<file path="src/rtl/riscv_v_pipe_ctrl_if.sv">
// Handshake and control bundle between the vector pipeline sequencer and
// its surroundings. The master side drives upstream/downstream requests and
// the slave side (the sequencer) returns enables, flush and status.
interface riscv_v_pipe_ctrl_if #(
  parameter int NUM_STAGES = 1,
  parameter int OCC_W      = $clog2(NUM_STAGES + 1)
);
  logic                  in_valid;
  logic                  in_ready;
  logic                  out_valid;
  logic                  out_ready;
  logic                  stall;
  logic                  flush;
  logic                  drain_req;
  logic                  resume;
  logic [NUM_STAGES-1:0] stage_en;
  logic                  stage_flush;
  logic [NUM_STAGES-1:0] valid;
  logic [OCC_W-1:0]      occupancy;
  logic                  drain_done;

  modport master (
    output in_valid, out_ready, stall, flush, drain_req, resume,
    input  in_ready, out_valid, stage_en, stage_flush, valid, occupancy, drain_done
  );

  modport slave (
    input  in_valid, out_ready, stall, flush, drain_req, resume,
    output in_ready, out_valid, stage_en, stage_flush, valid, occupancy, drain_done
  );
endinterface

</file>
<file path="src/rtl/riscv_v_pipe_ctrl.sv">
// Valid/ready sequencer for a chain of vector pipeline stage registers.
// Stage 1 (bit 0) is the input side, stage NUM_STAGES is the output side.
// Produces per-stage load enables, a common flush strobe, per-stage valid
// bits with bubble collapse, and a RUN/DRAIN/DONE drain handshake used
// before vstart/vtype reconfiguration.
module riscv_v_pipe_ctrl #(
  parameter int NUM_STAGES = 1,
  parameter int OCC_W      = $clog2(NUM_STAGES + 1)
) (
  input logic             clk,
  input logic             rst,   // asynchronous, active-low
  riscv_v_pipe_ctrl_if.slave bus
);

  localparam logic [1:0] ST_RUN   = 2'd0;
  localparam logic [1:0] ST_DRAIN = 2'd1;
  localparam logic [1:0] ST_DONE  = 2'd2;

  logic [1:0]            state_q, state_d;
  logic [NUM_STAGES-1:0] valid_q, valid_d;
  logic [OCC_W-1:0]      occ_q, occ_d;
  logic [NUM_STAGES-1:0] adv;
  logic                  go;
  logic                  downstream_go;
  logic                  in_ready;
  logic                  take;
  logic [NUM_STAGES:0]   feed;

  // Advance chain: walk from the output stage back to the input stage; a
  // stage may load when it is empty or its successor is also moving.
  // NOTE: combinational blocks use blocking '=' so the running value of
  // downstream_go is seen by the next loop iteration; every variable gets
  // a default first so no latch is inferred.
  always_comb begin
    go            = !bus.stall && !bus.flush;
    adv           = '0;
    downstream_go = bus.out_ready;
    for (int k = NUM_STAGES - 1; k >= 0; k--) begin
      adv[k]        = go && (!valid_q[k] || downstream_go);
      downstream_go = adv[k];
    end
  end

  // Acceptance into stage 1 only while running; forced low during reset.
  always_comb begin
    in_ready = rst && adv[0] && (state_q == ST_RUN);
    take     = bus.in_valid && in_ready;
    feed     = {valid_q, take};
  end

  // Next-state valid bits: each advancing stage copies its predecessor
  // (bubbles included); flush empties the whole chain.
  always_comb begin
    valid_d = valid_q;
    if (bus.flush) begin
      valid_d = '0;
    end else begin
      for (int k = 0; k < NUM_STAGES; k++) begin
        if (adv[k]) valid_d[k] = feed[k];
      end
    end
  end

  // Occupancy tracks the popcount of the bits about to be registered.
  always_comb begin
    occ_d = '0;
    for (int k = 0; k < NUM_STAGES; k++) begin
      occ_d = occ_d + OCC_W'(valid_d[k]);
    end
  end

  // Drain handshake: stop input, wait for the registered pipe to empty,
  // then hold in DONE until resumed. Flush does not touch the state.
  always_comb begin
    state_d = state_q;
    case (state_q)
      ST_RUN:   if (bus.drain_req)  state_d = ST_DRAIN;
      ST_DRAIN: if (occ_q == '0)    state_d = ST_DONE;
      ST_DONE:  if (bus.resume)     state_d = ST_RUN;
      default:                      state_d = ST_RUN;
    endcase
  end

  // State registers with asynchronous active-low reset.
  // NOTE: sequential state uses non-blocking '<=' so all registers update
  // together from values sampled before the edge.
  always_ff @(posedge clk or negedge rst) begin
    if (!rst) begin
      state_q <= ST_RUN;
      valid_q <= '0;
      occ_q   <= '0;
    end else begin
      state_q <= state_d;
      valid_q <= valid_d;
      occ_q   <= occ_d;
    end
  end

  assign bus.in_ready    = in_ready;
  assign bus.out_valid   = valid_q[NUM_STAGES-1];
  assign bus.stage_en    = {NUM_STAGES{rst}} & adv;
  assign bus.stage_flush = rst && bus.flush;
  assign bus.valid       = valid_q;
  assign bus.occupancy   = occ_q;
  assign bus.drain_done  = (state_q == ST_DONE);

endmodule

</file>
<file path="src/flat_wrapper.sv">
// flat-port wrapper written by rule: the top's interface ports become plain ports
module riscv_v_pipe_ctrl_flat 
#(
  parameter int NUM_STAGES = 1,
  parameter int OCC_W      = $clog2(NUM_STAGES + 1)
)
  (clk, rst, bus_in_valid, bus_out_ready, bus_stall, bus_flush, bus_drain_req, bus_resume, bus_in_ready, bus_out_valid, bus_stage_en, bus_stage_flush, bus_valid, bus_occupancy, bus_drain_done);
  riscv_v_pipe_ctrl_if #(.NUM_STAGES(NUM_STAGES), .OCC_W(OCC_W)) bus_i ();
  input logic clk;
  input logic rst;
  input wire logic [$bits(bus_i.in_valid)-1:0] bus_in_valid;
  input wire logic [$bits(bus_i.out_ready)-1:0] bus_out_ready;
  input wire logic [$bits(bus_i.stall)-1:0] bus_stall;
  input wire logic [$bits(bus_i.flush)-1:0] bus_flush;
  input wire logic [$bits(bus_i.drain_req)-1:0] bus_drain_req;
  input wire logic [$bits(bus_i.resume)-1:0] bus_resume;
  output wire logic [$bits(bus_i.in_ready)-1:0] bus_in_ready;
  output wire logic [$bits(bus_i.out_valid)-1:0] bus_out_valid;
  output wire logic [$bits(bus_i.stage_en)-1:0] bus_stage_en;
  output wire logic [$bits(bus_i.stage_flush)-1:0] bus_stage_flush;
  output wire logic [$bits(bus_i.valid)-1:0] bus_valid;
  output wire logic [$bits(bus_i.occupancy)-1:0] bus_occupancy;
  output wire logic [$bits(bus_i.drain_done)-1:0] bus_drain_done;
  assign bus_i.in_valid = bus_in_valid;
  assign bus_i.out_ready = bus_out_ready;
  assign bus_i.stall = bus_stall;
  assign bus_i.flush = bus_flush;
  assign bus_i.drain_req = bus_drain_req;
  assign bus_i.resume = bus_resume;
  assign bus_in_ready = bus_i.in_ready;
  assign bus_out_valid = bus_i.out_valid;
  assign bus_stage_en = bus_i.stage_en;
  assign bus_stage_flush = bus_i.stage_flush;
  assign bus_valid = bus_i.valid;
  assign bus_occupancy = bus_i.occupancy;
  assign bus_drain_done = bus_i.drain_done;
  riscv_v_pipe_ctrl #(.NUM_STAGES(NUM_STAGES), .OCC_W(OCC_W)) u_core (.clk(clk), .rst(rst), .bus(bus_i));
endmodule
</file>
<file path="config.mk">
export PLATFORM = sky130hd
export DESIGN_NAME = riscv_v_pipe_ctrl_flat
export DESIGN_NICKNAME = d
export VERILOG_FILES = /design/src/rtl/riscv_v_pipe_ctrl_if.sv /design/src/rtl/riscv_v_pipe_ctrl.sv /design/src/flat_wrapper.sv
export SDC_FILE = /design/constraint.sdc
export NUM_CORES = 1
export LEC_CHECK = 0
export ABC_AREA = 1
export CAP_MARGIN = 20
export CORE_AREA = 4 4 41 43
export DETAILED_ROUTE_END_ITERATION = 16
export DIE_AREA = 0 0 45 47
export SLEW_MARGIN = 20
export SYNTH_ARGS = -nofsm -noshare
export SYNTH_HDL_FRONTEND = slang
export SYNTH_SLANG_ARGS = --single-unit
</file>
<file path="constraint.sdc">
create_clock -name clk -period 0.95 [get_ports clk]
set_clock_uncertainty 0.05 [all_clocks]
set_input_delay 0.1425 -clock clk [delete_from_list [all_inputs] [get_ports clk]]
set_output_delay 0.1425 -clock clk [all_outputs]
set_load 0.005 [all_outputs]
</file>
## After elaboration in Yosys (flattened, before gate mapping)

Cells that the tools add are included.

| operators by class | value |
|---|---|
| equality and inequality tests | 5 |
| multiplexer cells | 6 |
| bitwise operators | 1 |
| reductions and logical operators | 13 |

Operator list:

| cell | count |
|---|---|
| 1-bit logical AND | 6 |
| 2-bit 2-to-1 mux | 3 |
| 2-bit inequality test (second input constant) | 3 |
| 2-bit case mux with 3 select lines | 1 |
| 1-bit logical NOT | 3 |
| 3-bit AND reduction | 1 |
| 2-bit by 1-bit == test with 1-bit output (second input constant) | 1 |
| 2-bit == test (second input constant) | 1 |
| 2-bit logical NOT | 1 |
| 1-bit 2-to-1 mux | 2 |
| 2-bit nonzero test | 1 |
| 1-bit AND | 1 |
| 1-bit logical OR | 1 |

| storage, ports and cells | value |
|---|---|
| flip-flop bits (word level) | 3 |
| input port bits | 8 |
| output and inout port bits | 7 |
| logic and storage cells | 27 |

## Longest topological paths before layout

| logic depth | value |
|---|---|
| word-level depth | 8 |
| mapped depth | 6 |
| depth with buffers taken out | 6 |

## Least setup slack after synthesis

Ideal clock, no wire load.

| timing path | value |
|---|---|
| path kind | register -> output |
| from | register u_core.valid_q (netlist: u_core.bus.out_valid) |
| to | output port bus_in_ready |
| arrival time | 806 ps |
| data required time | 757 ps |
| setup slack | -49 ps |
| stages on the path, launching flop included | 4 |
| buffers on the path | 0 |
| path through | dfrtp_1 -> nand2_1 -> nand2_2 -> nor3b_1 |

| on the way | value |
|---|---|
| longest elaborated chain between the ends | 5 |

Ends and longest elaborated chain:

| element | line | text |
|---|---|---|
| start: declaration | riscv_v_pipe_ctrl.sv:20 | `logic [NUM_STAGES-1:0] valid_q, valid_d;` |
| start signal: assignment | riscv_v_pipe_ctrl.sv:94 | `valid_q <= valid_d;` |
| 1-bit logical NOT | riscv_v_pipe_ctrl.sv:39 | `adv[k] = go && (!valid_q[k] \|\| downstream_go);` |
| 1-bit logical OR | riscv_v_pipe_ctrl.sv:39 |  |
| 1-bit logical AND | riscv_v_pipe_ctrl.sv:39 |  |
| 1-bit logical AND (2 in series) | riscv_v_pipe_ctrl.sv:46 | `in_ready = rst && adv[0] && (state_q == ST_RUN);` |
| end: declaration | flat_wrapper.sv:17 | `output wire logic [$bits(bus_i.in_ready)-1:0] bus_in_ready;` |

Every way passes these cells.

## Worst setup path in the final report

Ends and elaborated chain as after synthesis.

==> impl_metrics.csv <==
group,metric,value,unit
status,outcome,"finished, violations left",
status,violations,"setup timing",
floorplan,die_x,45,um
placed_design,place_area,388,um^2
final_layout,multiInputGateArea,106,um^2
sta,rsz0062_at_grt,"yes",
logic_synthesis,synth_seq_area_share,0.373,
logic_synthesis,yosys_warnings,0,
clock_tree,cts.sinks,3,
global_route,track_usage,0.0610,
final_layout,drive_above_1_share,0.529,
worst_setup_path,cp-end-kind,"output pin",
floorplan,die_h,47,um
final_layout,final_area,448,um^2
clock_tree,root_buffer,"clkbuf_4",
global_route,grt_max_degree,5,
pwr,powerDensity,1670,nW/um^2
final_layout,fin_nets,60,
final_layout,antennaDiodeCount,0,
worst_setup_path,worstSetupPathType,"reg -> out",
sta,slew_viol_final,0,
clock_tree,cts_tree,"yes",
global_route,grt_pass1_vias,241,
placed_design,place_congestion,0.603,
min_path,min_to,"u_core.bus.out_valid$_DFFE_PN0P_",
sta,worst_pin_slew,151,ps
global_route,grt_pass1_wl,862,um
logic_synthesis,mappedNetlistArea,201,um^2
sta,fin_crit,1250,ps
logic_synthesis,yosysUniqueCellTypes,13,
min_path,hp-class,"in -> reg",
floorplan,core,1300,um^2
detailed_routing,wl_per_cell,8.79,um
global_route,antenna_found_initial,0,
min_path,hp-start,"bus_flush",
pwr,leakagePower,0.234,nW
worst_setup_path,cp_cell_sequence,"nand2_1 > nand2_2 > nor3b_2 > buf_2",
sta,hold_violations,0,
detailed_routing,drc,0,
sta,finalCritPeriodShare,1.31,
min_path,worstHoldPathCells,4,
detailed_routing,viasPerCell,3.61,
final_layout,mostFrequentLayoutCells,"nand2_1 (6), buf_6 (6), buf_4 (5), inv_1 (4), clkdlybuf4s50_1 (4)",
floorplan,rows,13,
pwr,vdd_ir_drop_max,0.560,mV
floorplan,pin_count,15,
final_layout,fillers,146,
pwr,p_total,746,uW
clock_tree,cts_buffer_depth,2,
detailed_routing,drt.antenna.violating_nets,0,
detailed_routing,routed_wl,580,um
clock_tree,cts.clk_slew.worst_paths,40,ps
final_layout,syn2layout_area_growth,122,%
worst_setup_path,ff2ff_setup_slack,20,ps
clock_tree,cts_htree_levels,1,
worst_setup_path,crit_fanout,3,
sta,relSlewSlack,0.899,
clock_tree,cts_made_buffers,3,
sta,fmax,803,MHz
clock_tree,worstSkewPairLatency,230,ps
sta,report.final.setup_viol,7,
logic_synthesis,avgSynthCellArea,7.75,um^2
worst_setup_path,slowest_stage,"dfrtp_1",
sta,fin_ws,-296,ps
worst_setup_path,critPathArrivalTime,1050,ps
sta,tns,-995,ps
worst_setup_path,crit_path_max_incr_delay,380,ps
worst_setup_path,r2r_end,"u_core.state_q[0]$_DFFE_PN0P_",
worst_setup_path,r2r_cells,4,
logic_synthesis,syn_nets,34,
worst_setup_path,r2r_start,"u_core.bus.out_valid$_DFFE_PN0P_",
run,max-cap-violations,0,
worst_setup_path,startpoint_type,"register",
floorplan,dieArea,2120,um^2
detailed_routing,vias,238,
global_route,grt.overflow.total,0,
final_layout,seqCellArea,75.1,um^2
placed_design,numPortBuffers,14,
placed_design,place_hpwl,447,um
detailed_routing,first_pass_iters,2,
worst_setup_path,crit_required,760,ps
floorplan,start_util,0.155,
detailed_routing,drt_iter0_drc,1,
logic_synthesis,ys_ff_latch,3,
logic_synthesis,netlist_instances,26,
==> worst max path at each step <==
stage          cells past startpoint  slack, ps                             start            to
2_1_floorplan                      3         -6  u_core.bus.out_valid$_DFFE_PN0P_  bus_in_ready
5_1_grt                            4       -340  u_core.bus.out_valid$_DFFE_PN0P_  bus_in_ready
6_report                           4       -300  u_core.bus.out_valid$_DFFE_PN0P_  bus_in_ready
4_1_cts                            4       -350  u_core.bus.out_valid$_DFFE_PN0P_  bus_in_ready
3_3_place_gp                       5       -700                         bus_flush  bus_in_ready
3_5_place_dp                       5       -740                         bus_flush  bus_in_ready
==> metal layers <==
| layer | part of all wire | track usage |
|---|---|---|
| met1 | 0.33 | 0.0503 |
| met2 | 0.55 | 0.0989 |
| met3 | 0.12 | 0.0307 |
| met4 | 0 | 0.0702 |
| met5 | 0 | 0 |
==> critical path: cells and delay by family (launching register included) <==
| family | cells | cell delay [ps] |
|---|---|---|
| buffers and inverters | 1 | 130 |
| flip-flops | 1 | 380 |
| AND/OR/NAND/NOR | 3 | 310 |
==> what timing repair did <==
action,4_1_cts,5_1_grt
hold buffers,1,0
resized for setup,37,3
setup buffers,3,0
endpoints found under the setup margin,8,10
pin swaps,5,6
endpoints found under the hold margin,3,0
==> cell usage after synthesis <==
library cell | instances | area share
nand2_1 | 6 | 0.11
buf_4 | 2 | 0.075
dfrtp_1 | 3 | 0.37
inv_1 | 5 | 0.093
nor2_1 | 1 | 0.019
nand3_2 | 1 | 0.050
nor2_4 | 1 | 0.056
nor2_2 | 2 | 0.062
nand3_1 | 1 | 0.025
nand3b_1 | 1 | 0.037
nand2_2 | 1 | 0.031
o22ai_1 | 1 | 0.031
nor3b_1 | 1 | 0.037
==> where the power goes <==
part,leakage [nW],internal (mW),total (mW),switching [mW]
clock,0.0150,0.157,0.220,0.0628
combinational,0.179,0.196,0.327,0.131
sequential,0.0393,0.164,0.200,0.0352
total,0.234,0.517,0.746,0.229
==> flip-flops by register name, summed over array words and instances, names as in the netlist <==
register,count
u_core.state_q,2
u_core.bus.out_valid,1
==> per-stage QoR <==
stage                     instances  worst slack (ps)  hold slack, ps  utilization
after global placement           58              -703             401        0.298
after detailed placement         58              -741             386        0.298
after global routing             66              -344             397        0.344
after CTS                        66              -349             392        0.342
after floorplan                  26             -6.04            -203            -
final                            66              -296             356        0.344
==> area by class of cell <==
| class | count | share of cell area |
|---|---|---|
| tap | 15 | 0.0419 |
| timing repair buffer | 23 | 0.453 |
| multi-input combinational | 16 | 0.237 |
| sequential | 3 | 0.168 |
| inverter | 5 | 0.0419 |
| clock buffer | 4 | 0.0587 |
==> kinds of logic after synthesis <==
logic type / count (synthesis) / synth area share
compound gates: 1 / 0.0311
simple gates: 15 / 0.429
flops: 3 / 0.373
buf+inv: 7 / 0.168
(Power assumes the default switching activity.)
